**config.mk**
```make
export PLATFORM = sky130hd
export DESIGN_NAME = ysyx_22050612_npc_mc
export DESIGN_NICKNAME = d
export VERILOG_FILES = /design/src/rtl/ysyx_22050612_pkg.sv /design/src/rtl/ysyx_22050612_timeout_ctr.sv /design/src/rtl/ysyx_22050612_npc_mc.sv
export SDC_FILE = /design/constraint.sdc
export NUM_CORES = 1
export LEC_CHECK = 0
export ABC_CLOCK_PERIOD_IN_PS = 4200
export BUFFER_PORTS_ARGS = -buffer_cell sky130_fd_sc_hd__buf_4
export CAP_MARGIN = 0
export CORE_MARGIN = 2
export CORE_UTILIZATION = 29
export CTS_CLUSTER_DIAMETER = 40
export DETAILED_ROUTE_END_ITERATION = 6
export PLACE_DENSITY = 0.57
export SYNTH_ARGS = -nofsm -noshare
export SYNTH_HDL_FRONTEND = slang
export SYNTH_SLANG_ARGS = --single-unit
```
**constraint.sdc**
```tcl
create_clock -name clk -period 4.2 [get_ports clk]
set_input_delay 0.84 -clock clk [delete_from_list [all_inputs] [get_ports clk]]
set_output_delay 0.84 -clock clk [all_outputs]
set_load 0.02 [all_outputs]
```
**src/rtl/ysyx_22050612_pkg.sv**
```systemverilog
// Shared types and constants for the multi-cycle NPC sequencer.
package ysyx_22050612_pkg;

  typedef enum logic [2:0] {
    ST_FETCH_REQ  = 3'd0,
    ST_FETCH_WAIT = 3'd1,
    ST_EXEC       = 3'd2,
    ST_WB         = 3'd3,
    ST_HALT       = 3'd4,
    ST_FAULT      = 3'd5
  } state_e;

  localparam logic [31:0] NOP_INST     = 32'h0000_0013;
  localparam int unsigned DEF_XLEN     = 64;
  localparam logic [63:0] DEF_RESET_PC = 64'h8000_0000;

endpackage

```
**src/rtl/ysyx_22050612_timeout_ctr.sv**
```systemverilog
// Down-counter watchdog: loads LIMIT-1 on clear, expires when it reaches zero
// while enabled. LIMIT of 0 disables expiry entirely.
module ysyx_22050612_timeout_ctr #(
  parameter int LIMIT = 256
) (
  input  logic clk,
  input  logic clr,
  input  logic en,
  output logic expire
);

  localparam int W = (LIMIT > 1) ? $clog2(LIMIT) : 1;
  localparam logic [W-1:0] LOAD = (LIMIT > 0) ? W'(LIMIT - 1) : '0;
  localparam logic ENABLED = (LIMIT != 0);

  logic [W-1:0] cnt_q, cnt_d;

  always_comb begin
    cnt_d = cnt_q;
    if (clr) begin
      cnt_d = LOAD;
    end else if (en && (cnt_q != '0)) begin
      cnt_d = cnt_q - W'(1);
    end
  end

  always_ff @(posedge clk) begin
    cnt_q <= cnt_d;
  end

  assign expire = ENABLED && en && !clr && (cnt_q == '0);

endmodule

```
**src/rtl/ysyx_22050612_npc_mc.sv**
```systemverilog
// Multi-cycle NPC sequencer: fetch over valid/ready imem, hand the instruction
// to the IDU/EXU datapath, wait for done, write back and advance pc.
module ysyx_22050612_npc_mc
  import ysyx_22050612_pkg::*;
#(
  parameter int unsigned XLEN     = DEF_XLEN,
  parameter logic [63:0] RESET_PC = DEF_RESET_PC,
  parameter int          TIMEOUT  = 256,
  parameter int unsigned CNT_W    = 64
) (
  input  logic             clk,
  input  logic             rst,
  output logic             imem_req_valid,
  input  logic             imem_req_ready,
  output logic [XLEN-1:0]  imem_req_addr,
  input  logic             imem_rsp_valid,
  input  logic [31:0]      imem_rsp_data,
  input  logic             imem_rsp_err,
  output logic [31:0]      inst,
  output logic             exu_start,
  input  logic             exu_done,
  input  logic [XLEN-1:0]  exu_dnpc,
  input  logic             exu_halt,
  output logic             wb_en,
  output logic [XLEN-1:0]  pc,
  output logic             commit,
  output logic [CNT_W-1:0] retired,
  output logic             halted,
  output logic             fault
);

  state_e           state_q, state_d;
  logic [XLEN-1:0]  pc_q, pc_d;
  logic [XLEN-1:0]  dnpc_q, dnpc_d;
  logic [31:0]      inst_q, inst_d;
  logic [CNT_W-1:0] retired_q, retired_d;
  logic             exu_start_q, exu_start_d;
  logic             wb_en_q, wb_en_d;
  logic             commit_q, commit_d;
  logic             tmo_expire;

  ysyx_22050612_timeout_ctr #(
    .LIMIT (TIMEOUT)
  ) u_tmo (
    .clk    (clk),
    .clr    (state_q != ST_FETCH_WAIT),
    .en     (state_q == ST_FETCH_WAIT),
    .expire (tmo_expire)
  );

  always_comb begin
    state_d     = state_q;
    pc_d        = pc_q;
    dnpc_d      = dnpc_q;
    inst_d      = inst_q;
    retired_d   = retired_q;
    exu_start_d = 1'b0;
    wb_en_d     = 1'b0;
    commit_d    = 1'b0;
    case (state_q)
      ST_FETCH_REQ: begin
        if (imem_req_ready) state_d = ST_FETCH_WAIT;
      end
      // A response arriving in the expiry cycle still wins over the timeout.
      ST_FETCH_WAIT: begin
        if (imem_rsp_valid) begin
          if (imem_rsp_err) begin
            state_d = ST_FAULT;
          end else begin
            inst_d      = imem_rsp_data;
            exu_start_d = 1'b1;
            state_d     = ST_EXEC;
          end
        end else if (tmo_expire) begin
          state_d = ST_FAULT;
        end
      end
      ST_EXEC: begin
        if (exu_done) begin
          if (exu_halt) begin
            commit_d  = 1'b1;
            retired_d = retired_q + CNT_W'(1);
            state_d   = ST_HALT;
          end else if (exu_dnpc[1:0] != 2'b00) begin
            state_d = ST_FAULT;
          end else begin
            dnpc_d   = exu_dnpc;
            wb_en_d  = 1'b1;
            commit_d = 1'b1;
            state_d  = ST_WB;
          end
        end
      end
      ST_WB: begin
        pc_d      = dnpc_q;
        retired_d = retired_q + CNT_W'(1);
        state_d   = ST_FETCH_REQ;
      end
      ST_HALT, ST_FAULT: begin
        state_d = state_q;
      end
      default: state_d = ST_FAULT;
    endcase
  end

  always_ff @(posedge clk) begin
    if (rst) begin
      state_q     <= ST_FETCH_REQ;
      pc_q        <= XLEN'(RESET_PC);
      inst_q      <= NOP_INST;
      retired_q   <= '0;
      exu_start_q <= 1'b0;
      wb_en_q     <= 1'b0;
      commit_q    <= 1'b0;
    end else begin
      state_q     <= state_d;
      pc_q        <= pc_d;
      inst_q      <= inst_d;
      retired_q   <= retired_d;
      exu_start_q <= exu_start_d;
      wb_en_q     <= wb_en_d;
      commit_q    <= commit_d;
    end
    dnpc_q <= dnpc_d;
  end

  assign imem_req_valid = (state_q == ST_FETCH_REQ);
  assign imem_req_addr  = pc_q;
  assign inst           = inst_q;
  assign exu_start      = exu_start_q;
  assign wb_en          = wb_en_q;
  assign commit         = commit_q;
  assign pc             = pc_q;
  assign retired        = retired_q;
  assign halted         = (state_q == ST_HALT);
  assign fault          = (state_q == ST_FAULT);

endmodule

```
==> impl_metrics.xml <==
<?xml version="1.0" encoding="UTF-8"?>
<metrics>
  <group name="status">
    <metric name="outcome" unit="">completed</metric>
  </group>
  <group name="yosys">
    <metric name="synthesis_stage_register_bit_count" unit="">238</metric>
    <metric name="synth_top_cell_by_area" unit="">sky130_fd_sc_hd__dfxtp_1</metric>
    <metric name="synthCells" unit="">1012</metric>
    <metric name="synth.net_count" unit="">1118</metric>
    <metric name="synth_fa_ha_area_share" unit="%">0.399</metric>
    <metric name="synth_top_family_by_area" unit="">simple AND/OR/NAND/NOR gates</metric>
    <metric name="yosys.area_share.xor_xnor" unit="%">3.63</metric>
    <metric name="number_of_enable_flip_flop_cells_after_synthesis" unit="">64</metric>
    <metric name="synth.lib_cells_used.distinct" unit="">42</metric>
    <metric name="register_area_share_after_synthesis" unit="%">57.4</metric>
    <metric name="synthesis.area" unit="um^2">9420</metric>
    <metric name="yosysTopAreaCellShare" unit="%">37.0</metric>
    <metric name="synth_warnings" unit="">0</metric>
    <metric name="synth_area_per_cell" unit="um^2">9.31</metric>
    <metric name="synth_top_flop_cell" unit="">sky130_fd_sc_hd__dfxtp_1</metric>
    <metric name="synth_mux_area_share" unit="%">0</metric>
    <metric name="synth_compound_area_share" unit="%">9.17</metric>
    <metric name="yosys.area_share.simple" unit="%">21.9</metric>
    <metric name="netlist_top_cells_area" unit="">sky130_fd_sc_hd__dfxtp_1, sky130_fd_sc_hd__edfxtp_1, sky130_fd_sc_hd__nand2_1</metric>
    <metric name="async_reset_ff_share" unit="%">0</metric>
  </group>
  <group name="clock_tree">
    <metric name="clock_tree.buffer_depth" unit="">3</metric>
    <metric name="clockRootBuffer" unit="">sky130_fd_sc_hd__clkbuf_16</metric>
    <metric name="cts_setup_buffers" unit="">0</metric>
    <metric name="cts_tree" unit="">done</metric>
    <metric name="cts_max_level" unit="">2</metric>
    <metric name="cts_hold_buf" unit="">0</metric>
    <metric name="clock_latency" unit="ns">0.53</metric>
    <metric name="clock_sinks" unit="">238</metric>
    <metric name="clock_transition_at_the_register_clock_pins_on_the_worst_setup_and_hold_paths_after_cts" unit="ns">0.05</metric>
    <metric name="cts.repair.resized" unit="">0</metric>
    <metric name="cts_buffer_count" unit="">43</metric>
  </group>
  <group name="final_layout">
    <metric name="finish.instance_area" unit="um^2">13300</metric>
    <metric name="finalNetCount" unit="">1386</metric>
    <metric name="layout-area-overhead-vs-synth" unit="%">41.3</metric>
    <metric name="mostFrequentLayoutCell" unit="">sky130_fd_sc_hd__buf_4</metric>
    <metric name="final_layout_size_suffix_gt1_share" unit="%">31.7</metric>
    <metric name="n_antenna_cell" unit="">0</metric>
    <metric name="final_cell_mix" unit="">sky130_fd_sc_hd__buf_4, sky130_fd_sc_hd__nand2_1, sky130_fd_sc_hd__dfxtp_1</metric>
  </group>
  <group name="worst_setup_path">
    <metric name="worst_setup_path_startpoint" unit="">state_q[1]</metric>
    <metric name="crit_path_max_incr_delay" unit="ns">0.78</metric>
    <metric name="crit_path_cell_trace" unit="">nand3b_1 -&gt; or4_4 -&gt; or4_1 -&gt; or4_1 -&gt; a21oi_1</metric>
    <metric name="worst-r2r-setup-slack" unit="ns">1.30</metric>
    <metric name="timing.setup.critical_path_class" unit="">reg -&gt; reg</metric>
    <metric name="reg2reg_to" unit="">retired[50]</metric>
    <metric name="crit_top_cell" unit="">sky130_fd_sc_hd__or4_1</metric>
    <metric name="arrival" unit="ns">3.35</metric>
    <metric name="end_kind" unit="">flop</metric>
    <metric name="slowest_stage" unit="">sky130_fd_sc_hd__or4_1</metric>
    <metric name="r2r-start" unit="">state_q[1]</metric>
    <metric name="timing.critical_path.from_type" unit="">flop</metric>
    <metric name="critPathRequiredTime" unit="ns">4.65</metric>
    <metric name="reg2reg_depth" unit="">5</metric>
    <metric name="worst_setup_path_endpoint" unit="">retired[50]</metric>
    <metric name="crit_fanout" unit="">18</metric>
  </group>
  <group name="global_routing">
    <metric name="grt_max_degree" unit="">81</metric>
    <metric name="wire_length_of_the_first_global_routing_pass" unit="mm">41.0</metric>
    <metric name="grt_antenna_before_repair" unit="">0</metric>
    <metric name="grtUsageTotal" unit="%">15.3</metric>
    <metric name="grt_pass1_vias" unit="">7266</metric>
    <metric name="grt.overflow.total" unit="">0</metric>
  </group>
  <group name="placed_design">
    <metric name="gp_congestion" unit="">0.782</metric>
    <metric name="detailedPlacementHpwl" unit="mm">19.2</metric>
    <metric name="io_buffers" unit="">332</metric>
    <metric name="post_dp_cell_area" unit="um^2">11900</metric>
  </group>
  <group name="drt">
    <metric name="dr.first_iter.drc_count" unit="">436</metric>
    <metric name="totalWireLength" unit="mm">27.6</metric>
    <metric name="detail_route.wl_per_cell" unit="um">15.8</metric>
    <metric name="drtPass1Iterations" unit="">6</metric>
    <metric name="vias" unit="">8022</metric>
    <metric name="drtAntennaViolNets" unit="">0</metric>
    <metric name="drcViolationCount" unit="">0</metric>
    <metric name="via_per_inst" unit="">4.59</metric>
  </group>
  <group name="floorplanning">
    <metric name="floorplan.die_area" unit="um^2">33900</metric>
    <metric name="fp-row-count" unit="">65</metric>
    <metric name="core_area" unit="um^2">31800</metric>
    <metric name="start_util" unit="%">29.6</metric>
    <metric name="die_width" unit="um">184</metric>
    <metric name="pin_count" unit="">333</metric>
    <metric name="chipHeight" unit="um">184</metric>
  </group>
  <group name="sta">
    <metric name="actual_slew_at_the_worst_max_slew_pin" unit="ns">1.03</metric>
    <metric name="report.final.slew_viol_count" unit="">0</metric>
    <metric name="final_report_setup_violation_count" unit="">0</metric>
    <metric name="fmax" unit="MHz">345</metric>
    <metric name="rsz0062_at_grt" unit="">no</metric>
    <metric name="worst_clock_skew" unit="ns">0.0239</metric>
    <metric name="layout_worst_path_cycle_share" unit="%">69.1</metric>
    <metric name="finalSetupTns" unit="ns">0</metric>
    <metric name="hold_viol" unit="">0</metric>
    <metric name="layout_min_cycle_time" unit="ns">2.90</metric>
    <metric name="slew_headroom" unit="%">30.7</metric>
  </group>
  <group name="hold_path">
    <metric name="timing.hold.worst.class" unit="">reg -&gt; reg</metric>
  </group>
  <group name="job">
    <metric name="timing.max_cap.violations" unit="">0</metric>
  </group>
  <group name="pwr">
    <metric name="power_density" unit="nW/um^2">528</metric>
    <metric name="total_leakage_power" unit="nW">5.16</metric>
    <metric name="irDropWorstVdd" unit="V">0.000226</metric>
  </group>
</metrics>
-- state kept, by name, indices dropped and copies added (netlist names) --
signal	cells
dnpc_q	64
imem_req_addr	64
retired	64
inst	32
u_tmo.cnt_q	8
state_q	3
commit	1
exu_start	1
wb_en	1
-- layout make-up --
class | instances | area [um^2]
Multi-Input combinational cell | 650 | 3320
Tap cell | 435 | 544
Sequential cell | 238 | 5410
Clock inverter | 22 | 263
Fill cell | 3125 | 18500
Clock buffer | 57 | 1180
Timing Repair Buffer | 341 | 2570
Inverter | 6 | 22.5
-- critical path: cells and delay by family (launching register included) --
kind | cells | cell delay [ns]
AND/OR/NAND/NOR | 4 | 2.16
flip-flops | 1 | 0.51
AO/OA/AOI/OAI | 1 | 0.15
-- through the flow --
step	worst slack [ns]	util, %	total power, W	instances	hold slack (ns)
after floorplan	0.809	-	0.00327	1012	0.430
after global placement	0.876	37.3	0.00366	1670	0.439
after detailed placement	0.866	37.3	0.00367	1670	0.440
after CTS	1.30	41.8	0.00715	1749	0.452
after global routing	1.15	41.8	0.00734	1749	0.448
final	1.30	41.8	0.00702	1749	0.448
-- per-layer routing --
| layer | global-route usage (%) | up-vias | routed length, um |
|---|---|---|---|
| met1 | 19.0 | 3706 | 11500 |
| met5 | 0 | - | 0 |
| li1 | - | 3970 | - |
| met2 | 25.3 | 305 | 13200 |
| met4 | 4.03 | 0 | 508 |
| met3 | 5.12 | 41 | 2360 |
-- synthesized netlist by cell type (all sizes together), types with 5 or more instances --
library cell	count
a21oi	126
and2	5
and3	11
buf	70
clkbuf	48
dfxtp	174
edfxtp	64
inv	6
nand2	239
nand3	21
nand3b	6
nand4	20
nor2	54
nor3	16
nor4	14
o21ai	26
o31ai	7
or3	25
or4	17
xnor2	27
xor2	12
-- logic make-up after synthesis --
family / Yosys count
and+or+nand+nor: 443
buffers and inverters: 124
DFF: 238
adders and majority gates: 3
AOI/OAI and AO/OA: 165
xor gates and xnor gates: 39
-- worst min path at each step --
stage / from / cells after the start / end / slack [ns]
2_1_floorplan: dnpc_q[31] / 2 / imem_req_addr[31] / 0.43
3_3_place_gp: dnpc_q[31] / 2 / imem_req_addr[31] / 0.44
3_5_place_dp: dnpc_q[31] / 2 / imem_req_addr[31] / 0.44
4_1_cts: dnpc_q[31] / 2 / imem_req_addr[31] / 0.45
5_1_grt: exu_dnpc[9] / 1 / dnpc_q[9] / 0.45
6_report: dnpc_q[31] / 2 / imem_req_addr[31] / 0.45
-- power breakdown --
part           total, W  switching [W]  internal, W
sequential      0.00261       0.000115      0.00249
combinational   0.00100       0.000601     0.000402
clock           0.00342        0.00118      0.00224
Note: power is estimated with default switching activity, not from simulation.
